### src/rtl/hls_launch_ctrl_pkg.sv
// Shared definitions for the HLS kernel launch/capture controller:
// state encodings (also shown on the board LEDs), widths and small helpers.
package hls_launch_ctrl_pkg;

  localparam int LAUNCH_STATE_W = 3;
  localparam int RUN_COUNT_W    = 8;

  typedef enum logic [LAUNCH_STATE_W-1:0] {
    ST_IDLE    = 3'b001,
    ST_START   = 3'b010,
    ST_EXE     = 3'b011,
    ST_DONE    = 3'b100,
    ST_TIMEOUT = 3'b101
  } launch_state_e;

  // Increment that sticks at all-ones so the reported run count never wraps.
  function automatic logic [RUN_COUNT_W-1:0] sat_inc(input logic [RUN_COUNT_W-1:0] v);
    logic [RUN_COUNT_W-1:0] r;
    if (v == {RUN_COUNT_W{1'b1}}) begin
      r = v;
    end else begin
      r = v + {{(RUN_COUNT_W-1){1'b0}}, 1'b1};
    end
    return r;
  endfunction

endpackage

### src/rtl/hls_launch_ctrl_if.sv
// Kernel-side handshake bundle: start pulses out to the kernels, finish
// pulses and return values back from them.
interface hls_launch_ctrl_if #(
  parameter int NUM_CH = 2,
  parameter int RET_W  = 32
);
  logic [NUM_CH-1:0]       start;
  logic [NUM_CH-1:0]       finish;
  logic [NUM_CH*RET_W-1:0] return_val;

  modport master (
    output start,
    input  finish,
    input  return_val
  );

  modport slave (
    input  start,
    output finish,
    output return_val
  );
endinterface

### src/rtl/hls_launch_ctrl_go_sync_edge.sv
// Two-flop synchroniser plus rising-edge detector for an asynchronous
// push-button level. The rise output is combinational from the edge register,
// so a consumer acts on it at the third clock edge after the input rises.
module go_sync_edge (
  input  logic clk,
  input  logic rst,
  input  logic async_i,
  output logic rise_o
);

  logic sync1_q;
  logic sync2_q;
  logic prev_q;

  // Synchroniser chain and previous-value register for edge detection.
  always_ff @(posedge clk or posedge rst) begin
    if (rst) begin
      sync1_q <= 1'b0;
      sync2_q <= 1'b0;
      prev_q  <= 1'b0;
    end else begin
      sync1_q <= async_i;
      sync2_q <= sync1_q;
      prev_q  <= sync2_q;
    end
  end

  assign rise_o = sync2_q & ~prev_q;

endmodule

### src/rtl/hls_launch_ctrl.sv
// Launch/capture controller for NUM_CH independent HLS kernels. A synchronised
// push-button edge launches the enabled channels, each kernel's return value
// is captured on its finish pulse, and the run ends in DONE when every enabled
// channel has finished or in TIMEOUT when the EXE cycle budget runs out.
module hls_launch_ctrl
  import hls_launch_ctrl_pkg::*;
#(
  parameter int NUM_CH = 2,
  parameter int RET_W  = 32,
  parameter int TMO_W  = 24
) (
  input  logic                      clk,
  input  logic                      reset,
  input  logic                      go,
  input  logic [NUM_CH-1:0]         ch_enable,
  input  logic [TMO_W-1:0]          timeout_limit,
  hls_launch_ctrl_if.master         kif,
  output logic [NUM_CH*RET_W-1:0]   ret_q,
  output logic [NUM_CH-1:0]         done_mask,
  output logic                      busy,
  output logic                      done,
  output logic                      timed_out,
  output logic [LAUNCH_STATE_W-1:0] state,
  output logic [RUN_COUNT_W-1:0]    run_count
);

  launch_state_e          state_q, state_d;
  logic [NUM_CH-1:0]      en_q, en_d;
  logic [NUM_CH-1:0]      done_mask_q, done_mask_d;
  logic [NUM_CH-1:0]      start_q, start_d;
  logic [TMO_W-1:0]       timer_q, timer_d;
  logic [RUN_COUNT_W-1:0] run_count_q, run_count_d;

  logic              go_rise_s;
  logic              launch_s;
  logic              exe_s;
  logic [NUM_CH-1:0] hit_s;
  logic              complete_s;
  logic              tmo_s;

  go_sync_edge u_go_sync (
    .clk     (clk),
    .rst     (reset),
    .async_i (go),
    .rise_o  (go_rise_s)
  );

  // Only the first finish of an enabled channel counts; repeats and strays
  // from disabled channels are dropped here.
  assign exe_s      = (state_q == ST_EXE);
  assign hit_s      = kif.finish & en_q & ~done_mask_q;
  assign complete_s = ((done_mask_q | hit_s) == en_q);
  assign tmo_s      = (timeout_limit != {TMO_W{1'b0}}) &&
                      (timer_q == (timeout_limit - {{(TMO_W-1){1'b0}}, 1'b1}));

  // Next-state, launch bookkeeping, completion tracking and EXE timer.
  always_comb begin
    state_d     = state_q;
    en_d        = en_q;
    done_mask_d = done_mask_q;
    start_d     = {NUM_CH{1'b0}};
    timer_d     = timer_q;
    run_count_d = run_count_q;
    launch_s    = 1'b0;
    case (state_q)
      ST_IDLE, ST_DONE, ST_TIMEOUT: begin
        if (go_rise_s && (ch_enable != {NUM_CH{1'b0}})) begin
          launch_s    = 1'b1;
          state_d     = ST_START;
          en_d        = ch_enable;
          done_mask_d = {NUM_CH{1'b0}};
          start_d     = ch_enable;
          timer_d     = {TMO_W{1'b0}};
          run_count_d = sat_inc(run_count_q);
        end else begin
          state_d = state_q;
        end
      end
      ST_START: begin
        state_d = ST_EXE;
      end
      ST_EXE: begin
        done_mask_d = done_mask_q | hit_s;
        if (complete_s) begin
          state_d = ST_DONE;
        end else if (tmo_s) begin
          state_d = ST_TIMEOUT;
        end else if (timer_q != {TMO_W{1'b1}}) begin
          timer_d = timer_q + {{(TMO_W-1){1'b0}}, 1'b1};
        end else begin
          timer_d = timer_q;
        end
      end
      default: begin
        state_d = ST_IDLE;
      end
    endcase
  end

  // Control state registers.
  always_ff @(posedge clk or posedge reset) begin
    if (reset) begin
      state_q     <= ST_IDLE;
      en_q        <= {NUM_CH{1'b0}};
      done_mask_q <= {NUM_CH{1'b0}};
      start_q     <= {NUM_CH{1'b0}};
      timer_q     <= {TMO_W{1'b0}};
      run_count_q <= {RUN_COUNT_W{1'b0}};
    end else begin
      state_q     <= state_d;
      en_q        <= en_d;
      done_mask_q <= done_mask_d;
      start_q     <= start_d;
      timer_q     <= timer_d;
      run_count_q <= run_count_d;
    end
  end

  // Per-channel return-value capture: cleared on launch, loaded on first hit.
  for (genvar i = 0; i < NUM_CH; i++) begin : g_ch
    logic [RET_W-1:0] cap_q, cap_d;

    // Select the next captured value for this channel.
    always_comb begin
      if (launch_s) begin
        cap_d = {RET_W{1'b0}};
      end else if (exe_s && hit_s[i]) begin
        cap_d = kif.return_val[i*RET_W +: RET_W];
      end else begin
        cap_d = cap_q;
      end
    end

    // Capture register for this channel.
    always_ff @(posedge clk or posedge reset) begin
      if (reset) begin
        cap_q <= {RET_W{1'b0}};
      end else begin
        cap_q <= cap_d;
      end
    end

    assign ret_q[i*RET_W +: RET_W] = cap_q;
  end

  assign kif.start = start_q;
  assign done_mask = done_mask_q;
  assign run_count = run_count_q;
  assign state     = state_q;
  assign busy      = (state_q == ST_START) || (state_q == ST_EXE);
  assign done      = (state_q == ST_DONE);
  assign timed_out = (state_q == ST_TIMEOUT);

endmodule
### src/flat_wrapper.sv
// flat-port wrapper written by rule: the top's interface ports become plain ports
module hls_launch_ctrl_flat import hls_launch_ctrl_pkg::*;
#(
  parameter int NUM_CH = 2,
  parameter int RET_W  = 32,
  parameter int TMO_W  = 24
)
  (clk, reset, go, ch_enable, timeout_limit, ret_q, done_mask, busy, done, timed_out, state, run_count, kif_start, kif_finish, kif_return_val);
  hls_launch_ctrl_if #(.NUM_CH(NUM_CH), .RET_W(RET_W)) kif_i ();
  input  logic clk;
  input  logic reset;
  input  logic go;
  input  logic [NUM_CH-1:0] ch_enable;
  input  logic [TMO_W-1:0] timeout_limit;
  output logic [NUM_CH*RET_W-1:0] ret_q;
  output logic [NUM_CH-1:0] done_mask;
  output logic busy;
  output logic done;
  output logic timed_out;
  output logic [LAUNCH_STATE_W-1:0] state;
  output logic [RUN_COUNT_W-1:0] run_count;
  output wire logic [$bits(kif_i.start)-1:0] kif_start;
  input wire logic [$bits(kif_i.finish)-1:0] kif_finish;
  input wire logic [$bits(kif_i.return_val)-1:0] kif_return_val;
  assign kif_start = kif_i.start;
  assign kif_i.finish = kif_finish;
  assign kif_i.return_val = kif_return_val;
  hls_launch_ctrl #(.NUM_CH(NUM_CH), .RET_W(RET_W), .TMO_W(TMO_W)) u_core (.clk(clk), .reset(reset), .go(go), .ch_enable(ch_enable), .timeout_limit(timeout_limit), .kif(kif_i), .ret_q(ret_q), .done_mask(done_mask), .busy(busy), .done(done), .timed_out(timed_out), .state(state), .run_count(run_count));
endmodule
### config.mk
export PLATFORM = sky130hd
export DESIGN_NAME = hls_launch_ctrl_flat
export DESIGN_NICKNAME = d
export VERILOG_FILES = /design/src/rtl/hls_launch_ctrl_pkg.sv /design/src/rtl/hls_launch_ctrl_if.sv /design/src/rtl/hls_launch_ctrl_go_sync_edge.sv /design/src/rtl/hls_launch_ctrl.sv /design/src/flat_wrapper.sv
export SDC_FILE = /design/constraint.sdc
export NUM_CORES = 1
export LEC_CHECK = 0
export CORE_ASPECT_RATIO = 1.4
export CORE_MARGIN = 2
export CORE_UTILIZATION = 50
export DETAILED_ROUTE_END_ITERATION = 7
export PLACE_DENSITY = 0.86
export REMOVE_ABC_BUFFERS = 1
export SYNTH_ARGS = -nofsm -noshare
export SYNTH_HDL_FRONTEND = slang
export SYNTH_SLANG_ARGS = --single-unit
### constraint.sdc
create_clock -name clk -period 6.4 [get_ports clk]
set_clock_uncertainty 0.15 [all_clocks]
set_input_delay 0.96 -clock clk [delete_from_list [all_inputs] [get_ports clk]]
set_output_delay 0.96 -clock clk [all_outputs]
set_load 0.01 [all_outputs]
* Word level (Yosys, flattened, before mapping)
Cells that the tools add are included.
Word-level totals: word-level logic and storage cells 70, bits in registers 108, output and inout port bits 82, bits in latches 0, bits in read-only memories 0, RAM bits 0, memories kept 0
Operators by class: divide/modulo/power cells 0, shift operators 0, muxes and demuxes 19, bitwise gates (word level) 7, multiply operators 0, $lt $le $gt $ge 0, eq/ne operators 14, reductions and logical operators 16, add/subtract/negate cells 3
Operators by type and width (count):
- 32-bit two-way mux | 4
- 24-bit two-way mux | 4
- 24-bit case mux with 2 select lines | 1
- 24-bit by 1-bit adder with 24-bit output, second input constant | 1
- 24-bit equality test | 1
- 24-bit inequality test, second input constant | 1
- 24-bit nonzero test | 1
- 24-bit by 1-bit subtractor with 24-bit output, second input constant | 1
- 3-bit two-way mux | 3
- 3-bit case mux with 3 select lines | 1
- 8-bit by 1-bit adder with 8-bit output, second input constant | 1
- 8-bit equality test, second input constant | 1
- 2-bit nonzero test | 4
- 3-bit by 2-bit equality test with 1-bit output, second input constant | 2
- 3-bit equality test, second input constant | 2
- 2-bit two-way mux | 3
- 2-bit inequality test, second input constant | 3
- 2-bit AND reduction | 3
- 5-bit AND reduction | 1
- 2-bit bitwise AND | 2
- 1-bit logical AND | 4
- 2-bit case mux with 2 select lines | 1
- 3-bit by 1-bit equality test with 1-bit output, second input constant | 1
- 3-bit inequality test, second input constant | 1
- other kinds (10) | 12

* Depth between registers and ports, before layout
Gate-level depths: netlist of the first run.
depth after elaboration 6, depth in mapped cells 12, mapped depth without buffers 10

* Modules after synthesis
From an unflattened synthesis of the first run, not the netlist that was laid out.
Unflattened totals: cells, all modules 643, area, all modules 5614.1 sq um
Modules (own cells, without submodules):
- hls_launch_ctrl | times used 1, area each 5521.5 sq um, cells each 638
- go_sync_edge | times used 1, area each 92.6 sq um, cells each 5

* Worst setup path before layout of the first run
OpenSTA, ideal clock, no wires.
kind input to register, from in timeout_limit[2], to reg u_core.timer_q[5], data arrival time 3.771 ns, slack 2.400 ns, required time 6.171 ns, buffers on the path 2, stages 10, library setup time 0.079 ns, cells stage by stage buf_6 > or4_1 > buf_2 > or4_1 > a21o_1 > a211o_1 > or4_1 > or4b_4 > nand4_1 > mux2i_1
Between the ends: word-level cells in the longest chain between the ends 5, elaborated cells on any way between the ends 6, those cells by class add/sub: 1; eq/ne: 2; reduce/logical: 3
RTL lines:
- start, declared | line flat_wrapper.sv:14 | input logic [TMO_W-1:0] timeout_limit;
- 24-bit by 1-bit subtractor with 24-bit output | line hls_launch_ctrl.sv:54 | (timer_q == (timeout_limit - {{(TMO_W-1){1'b0}}, 1'b1}));
- 24-bit equality test | line hls_launch_ctrl.sv:54
- 1-bit logical AND (*) | line hls_launch_ctrl.sv:53 | assign tmo_s = (timeout_limit != {TMO_W{1'b0}}) &&
- 2-bit inequality test (no line) (*)
- 5-bit AND reduction (no line) (*)
- end signal, assigned | line hls_launch_ctrl.sv:107 | timer_q <= {TMO_W{1'b0}};
- end signal, assigned | line hls_launch_ctrl.sv:114 | timer_q <= timer_d;
- end, declared | line hls_launch_ctrl.sv:31 | logic [TMO_W-1:0] timer_q, timer_d;
Every way passes the cells marked *; elsewhere a longest branch is shown, timed or not. A chain may end at the register's enable or synchronous reset.

* Final worst setup path of the first run
from in timeout_limit[0], to reg u_core.timer_q[17]
The elaborated chain is that of the path after synthesis.

==> impl_metrics.json, run 1 <==
{
  "synthDistinctLibCells": 62,
  "finalSetupViolations": 0,
  "gr-usage-all-layers_pct": 27.40,
  "core_area_sq_mm": 0.01081,
  "design_area_sq_mm": 0.007654,
  "gp_congestion": 1.021,
  "power.switching_mw": 0.7553,
  "antenna_found_initial": 0,
  "status": "completed",
  "syn-mean-instance-area_sq_um": 10.50,
  "p_total_mw": 2.475,
  "synth_top_family_by_area": "simple AND/OR/NAND/NOR gates",
  "endpoint_kind": "flop",
  "drt_iter0_drc": 362,
  "min_path_type": "flop to flop",
  "synthCells": 524,
  "pwr-share-clk_pct": 23.1,
  "use_met1_pct": 33.01,
  "tightestPinTransition_ns": 1.247,
  "synth.mux.area_fraction_pct": 1.501,
  "synth_edf_count": 0,
  "final_max_slew_viol_count": 0,
  "synth_fa_ha_area_share_pct": 0.9097,
  "synth_area_sq_mm": 0.005502,
  "leakage_nw": 3.180,
  "die_h_um": 128.1,
  "die_area_sq_mm": 0.01187,
  "ys_seq_area_share_pct": 49.15,
  "ant_nets": 0,
  "synth_ff_type": "dfrtp_1",
  "dpl-instance-area_sq_mm": 0.007353,
  "overflow": 0,
  "clk_pin_slew_worst_paths_ns": 0.06,
  "min_period_ns": 4.524,
  "h-tree-depth": 3,
  "synth_most_common_cell": "dfrtp_1",
  "avgRoutedWirePerCell_um": 19.31,
  "grt_max_degree": 70,
  "cp_max_fo": 43,
  "ys_ff_latch": 108,
  "crit_type": "primary input to flop",
  "synth_warnings": 0,
  "netlist_top_cells_count": "dfrtp_1 (107), a22o_1 (65), nand2_1 (29)",
  "globalRouteMet3Util_pct": 7.643,
  "num-nets-final": 784,
  "grt.busiest_layer": "met2",
  "relSlewSlack_pct": 16.75,
  "min_period_over_period_pct": 70.68,
  "ir_worst_vdd_mv": 0.2497,
  "vias": 5100,
  "dp_hpwl_um": 11680,
  "clockBufferDepth": 2,
  "pwr-share-comb_pct": 35.8,
  "cts_root_buf": "clkbuf_16",
  "grt_pass1_wl_um": 25620,
  "synth_top_area_share_pct": 48.67,
  "final-hold-violation-count": 0,
  "start_kind": "primary input",
  "pwr-share-seq_pct": 41.1,
  "dr.pass1.iters": 5,
  "io_buffers": 176,
  "num_rows": 45,
  "synth-simple-area-share_pct": 19.56,
  "cts_tree": "yes",
  "p_per_area_mw_per_mm2": 323.4,
  "async_flop_share_pct": 100.0,
  "drive_above_1_share_pct": 5.515,
  "cts_resized": 0,
  "cts.sinks": 108,
  "yosys-top-cells-area": "dfrtp_1 (49%), a22o_1 (10%), xnor2_1 (4.1%)",
  "p_sw_share_pct": 30.51,
  "grt_pass1_vias": 5171,
  "hold_buffers": 0,
  "numCtsBuffers": 9,
  "post_layout_nonfiller_instances": 830,
  "rsz0062_at_grt": "no",
  "synth_compound_area_share_pct": 19.22,
  "synth_xor_area_share_pct": 6.209,
  "post-cts-setup-buffers": 0,
  "wl_um": 16030,
  "worst_ep_arrival_time_ns": 4.64,
  "initial_utilization_pct": 50.89,
  "die_x_um": 92.65,
  "dp_cells": 815,
  "via_per_inst": 6.145,
  "clk_latency_ns": 0.35,
  "insertedDiodeCount": 0,
  "required_ns": 6.52,
  "power.internal_mw": 1.720,
  "drcViolationCount": 0,
  "fin_tns_setup_ns": 0,
  "area_delta_synth_final_pct": 39.12,
  "drv_cap": 0,
  "max_freq_mhz": 221.1,
  "synth_top_cell_by_area": "dfrtp_1",
  "grtUsageMet2_pct": 47.23,
  "ios": 177
}
[final timing paths]
| path | startpoint | to | slack (ns) | depth (start not counted) |
|---|---|---|---|---|
| worst max-delay path | timeout_limit[0] | u_core.timer_q[17] | 1.88 | 12 |
| worst min-delay path | u_core.u_go_sync.sync1_q | u_core.u_go_sync.sync2_q | 0.20 | 0 |
| worst max register to register | u_core.timer_q[3] | u_core.timer_q[19] | 3.17 | 9 |
| worst min register to register | u_core.u_go_sync.sync1_q | u_core.u_go_sync.sync2_q | 0.20 | 0 |
| max in group asynchronous | reset | u_core.state[0] | 4.05 | 3 |
| min in group asynchronous | reset | u_core.g_ch[1].cap_q[16] | 1.00 | 2 |
[state kept, by name, summed over array words and instances, names as in the netlist]
| name | flops |
|---|---|
| u_core.run_count | 8 |
| u_core.state | 3 |
| u_core.timer_q | 24 |
| u_core.kif.start | 2 |
| u_core.u_go_sync.sync2_q | 1 |
| u_core.u_go_sync.sync1_q | 1 |
| u_core.u_go_sync.prev_q | 1 |
| u_core.g_ch.cap_q | 64 |
| u_core.en_q | 2 |
| u_core.done_mask | 2 |
[placed cells by master (no fill, tap or decap), types with 3 or more instances in the layout]
cell type	count
or3_1	15
and2_1	5
nor2_1	17
clkdlybuf4s50_1	176
a21oi_1	19
dfrtp_1	107
nand2_1	29
o31ai_1	10
xnor2_1	26
o211ai_1	10
buf_4	5
clkbuf_1	4
nor3b_1	3
mux2i_1	6
nor2_2	4
nor3_1	12
and3_1	9
a22o_1	65
or4_1	14
a21o_1	3
ha_1	4
nand3_1	21
o21ai_0	12
a31oi_1	4
xor2_1	13
nand4_1	18
inv_1	12
clkbuf_16	9
nor4_1	8
[area by class of cell]
type                            count  area [sq um]
Sequential cell                   108          2704
Fill cell                         771          3157
Tap cell                          141         176.4
Inverter                           13         51.30
Clock inverter                      2         60.06
Clock buffer                       13         240.2
Timing Repair Buffer              181          1799
Multi-Input combinational cell    372          2623
[routing by layer]
metal / routed length, um / share of wire, % / vias up
li1: - / - / 2314
met1: 6125 / 38 / 2489
met2: 8040 / 50 / 271
met3: 1495 / 9.3 / 26
met4: 368 / 2.3 / 0
met5: 0 / 0 / -
[worst max-delay path, cell delays in order]
cell and delay, ns:
clkdlybuf4s50_1 0.54, inv_1 0.13, ha_1 0.24, or3b_2 0.53, or4_4 0.47, nor3_1 0.28
mux2i_1 0.23, o2bb2ai_1 0.22, nor4_4 0.08, buf_4 0.26, or4_1 0.53, a21oi_1 0.17
[metrics by stage]
stage	hold slack [ns]	utilization [%]	worst slack [ns]
2_1_floorplan	0.1812	-	1.940
3_3_place_gp	0.1856	68.02	1.715
3_5_place_dp	0.1862	68.02	1.552
4_1_cts	0.2011	70.80	1.907
5_1_grt	0.2145	70.80	1.655
6_report	0.1991	70.80	1.876
[cell families after synthesis]
family,count (synthesis)
simple gates,182
xor+xnor,39
mux,8
fa+ha+maj,4
flops,108
buf+inv,44
compound gates,139
[power groups by stage]
stage / Combinational (mW) / Clock, mW / Sequential [mW]
6_report: 0.886 / 0.571 / 1.02
5_1_grt: 0.939 / 0.607 / 1.04
4_1_cts: 0.890 / 0.582 / 1.02
3_5_place_dp: 0.886 / 0 / 1.01
3_3_place_gp: 0.861 / 0 / 1.01
2_1_floorplan: 0.283 / 0 / 1.07
Power figures use the tool's default switching activity.
==> inputs of run 2 (changes only) <==
Settings changed: CORE_UTILIZATION 50 to 42, PLACE_DENSITY 0.86 to 0.77.
Clock period 6.4 ns to 3.9 ns, I/O delays scaled along.
==> impl_metrics.json, run 2 (synthesis gave the netlist of run 1 again) <==
{
  "wl_um": 16500,
  "start_kind": "primary input",
  "insertedDiodeCount": 0,
  "core_area_sq_mm": 0.01281,
  "relSlewSlack_pct": 57.58,
  "ant_nets": 0,
  "max_freq_mhz": 262.0,
  "multi_input_area_sq_mm": 0.002660,
  "finalSetupViolations": 0,
  "ir_worst_vdd_mv": 0.3484,
  "final-hold-violation-count": 0,
  "pwr-share-clk_pct": 23.3,
  "drive_above_1_share_pct": 13.16,
  "vias": 5160,
  "ios": 177,
  "grt_pass1_wl_um": 26650,
  "avgRoutedWirePerCell_um": 18.54,
  "fillers": 1031,
  "gr-usage-all-layers_pct": 23.69,
  "die_h_um": 139.4,
  "leakage_nw": 3.442,
  "power.switching_mw": 1.260,
  "cts.sinks": 108,
  "drt_iter0_drc": 297,
  "antenna_found_initial": 0,
  "hold_slack_ns": 0.2004,
  "via_per_inst": 5.798,
  "h-tree-depth": 3,
  "dpl-instance-area_sq_mm": 0.007746,
  "cts_tree": "yes",
  "power.internal_mw": 2.854,
  "io_buffers": 176,
  "crit_type": "primary input to flop",
  "design_area_sq_mm": 0.008105,
  "regArea_sq_mm": 0.002704,
  "cp_max_fo": 4,
  "clk_latency_ns": 0.35,
  "required_ns": 4.01,
  "tightestPinTransition_ns": 0.6363,
  "area_delta_synth_final_pct": 47.33,
  "die_x_um": 100.7,
  "p_sw_share_pct": 30.63,
  "largest_register_ffs": 64,
  "final_max_slew_viol_count": 0,
  "numCtsBuffers": 9,
  "min_path_cells": 0,
  "post-route-util_pct": 63.26,
  "worst_ep_arrival_time_ns": 3.93,
  "pwr-share-comb_pct": 36.2,
  "min_period_over_period_pct": 97.85,
  "dp_cells": 874,
  "grt_pass1_vias": 5412,
  "p_per_area_mw_per_mm2": 507.6,
  "endpoint_kind": "flop",
  "gp_congestion": 0.8694,
  "drv_cap": 0,
  "num_rows": 49,
  "cts_root_buf": "clkbuf_16",
  "die_area_sq_mm": 0.01404,
  "r2r_cells": 8,
  "layout_commonest_cell": "clkdlybuf4s50_1",
  "status": "completed",
  "num-nets-final": 831,
  "clk_pin_slew_worst_paths_ns": 0.07,
  "min_period_ns": 3.816,
  "initial_utilization_pct": 42.94,
  "post_layout_nonfiller_instances": 890,
  "hold_buffers": 0,
  "regMostFlops": "u_core.g_ch.cap_q",
  "drcViolationCount": 0,
  "pwr-share-seq_pct": 40.5,
  "dr.pass1.iters": 5,
  "dp_hpwl_um": 12320,
  "final_cell_mix": "clkdlybuf4s50_1 (176), dfrtp_1 (107), a22o_1 (65)",
  "clockBufferDepth": 2,
  "rsz0062_at_grt": "no",
  "grt_max_degree": 44,
  "min_path_type": "flop to flop",
  "overflow": 0
}
run 2: cell count changes in the layout (fill, tap and decap cells not counted), moves of 2 or more:
cell	change
buf_12	+2
clkbuf_1	-4
or4_1	-2
or4_4	+2
clkbuf_8	+3
buf_4	+45
run 2: what timing repair did:
item                       CTS  global route
setup endpoints to repair    0             8
setup buffers                0             0
resized for setup            0             9
run 2: power by group through the flow:
stage / registers, mW / logic, mW / clock network [mW]
3_3_place_gp: 1.66 / 1.46 / 0
6_report: 1.67 / 1.49 / 0.958
5_1_grt: 1.71 / 1.59 / 1.02
3_5_place_dp: 1.66 / 1.50 / 0
4_1_cts: 1.66 / 1.50 / 0.984
2_1_floorplan: 1.76 / 0.465 / 0
run 2: worst paths after layout:
check	startpoint	to	slack, ns
setup / recovery	timeout_limit[0]	u_core.timer_q[0]	0.08
min in group asynchronous	reset	u_core.g_ch[1].cap_q[27]	0.46
hold / removal	u_core.u_go_sync.sync1_q	u_core.u_go_sync.sync2_q	0.20
hold reg to reg	u_core.u_go_sync.sync1_q	u_core.u_go_sync.sync2_q	0.20
setup reg to reg	u_core.timer_q[4]	u_core.timer_q[17]	0.69
max in group asynchronous	reset	u_core.g_ch[0].cap_q[12]	2.35
run 2: layout make-up:
| class | instances | share of cell area (%) |
|---|---|---|
| clock inverters | 4 | 0.6792 |
| inverters | 13 | 0.6329 |
| repair buffers | 228 | 26.86 |
| clock buffers | 12 | 3.288 |
| multi-input cells | 372 | 32.82 |
| well taps | 153 | 2.362 |
| flip-flops and latches | 108 | 33.36 |
run 2: critical path, cell delays in order:
cell	delay, ns
clkdlybuf4s50_1	0.46
inv_2	0.09
ha_1	0.16
or3b_4	0.42
or4_4	0.54
nor3_4	0.14
xnor2_1	0.11
or4_4	0.55
or4b_4	0.52
nand3_2	0.13
mux2i_2	0.23
run 2: per-stage QoR:
| stage | total power [mW] | TNS (ns) | setup WS, ns |
|---|---|---|---|
| floorplan | 2.222 | -3.278 | -0.1851 |
| CTS | 4.146 | 0 | 0.06248 |
| global placement | 3.125 | -2.076 | -0.1766 |
| detailed placement | 3.158 | -3.744 | -0.2813 |
| finish | 4.115 | 0 | 0.08369 |
| global route | 4.321 | 0 | 0.001685 |
run 2: routing by layer:
layer	up-vias	global-route usage, %	part of all wire (%)
met5	-	0	0
met4	0	9.012	2.5
met3	32	6.831	8.6
met2	239	39.40	49
met1	2482	28.82	40
li1	2407	-	-
==> inputs of run 3 (changes only) <==
Settings changed: CAP_MARGIN from default to 5, CTS_CLUSTER_DIAMETER from default to 50.
==> results of run 3 <==
No change in the layout: final DEF, timing and power equal those of run 2.
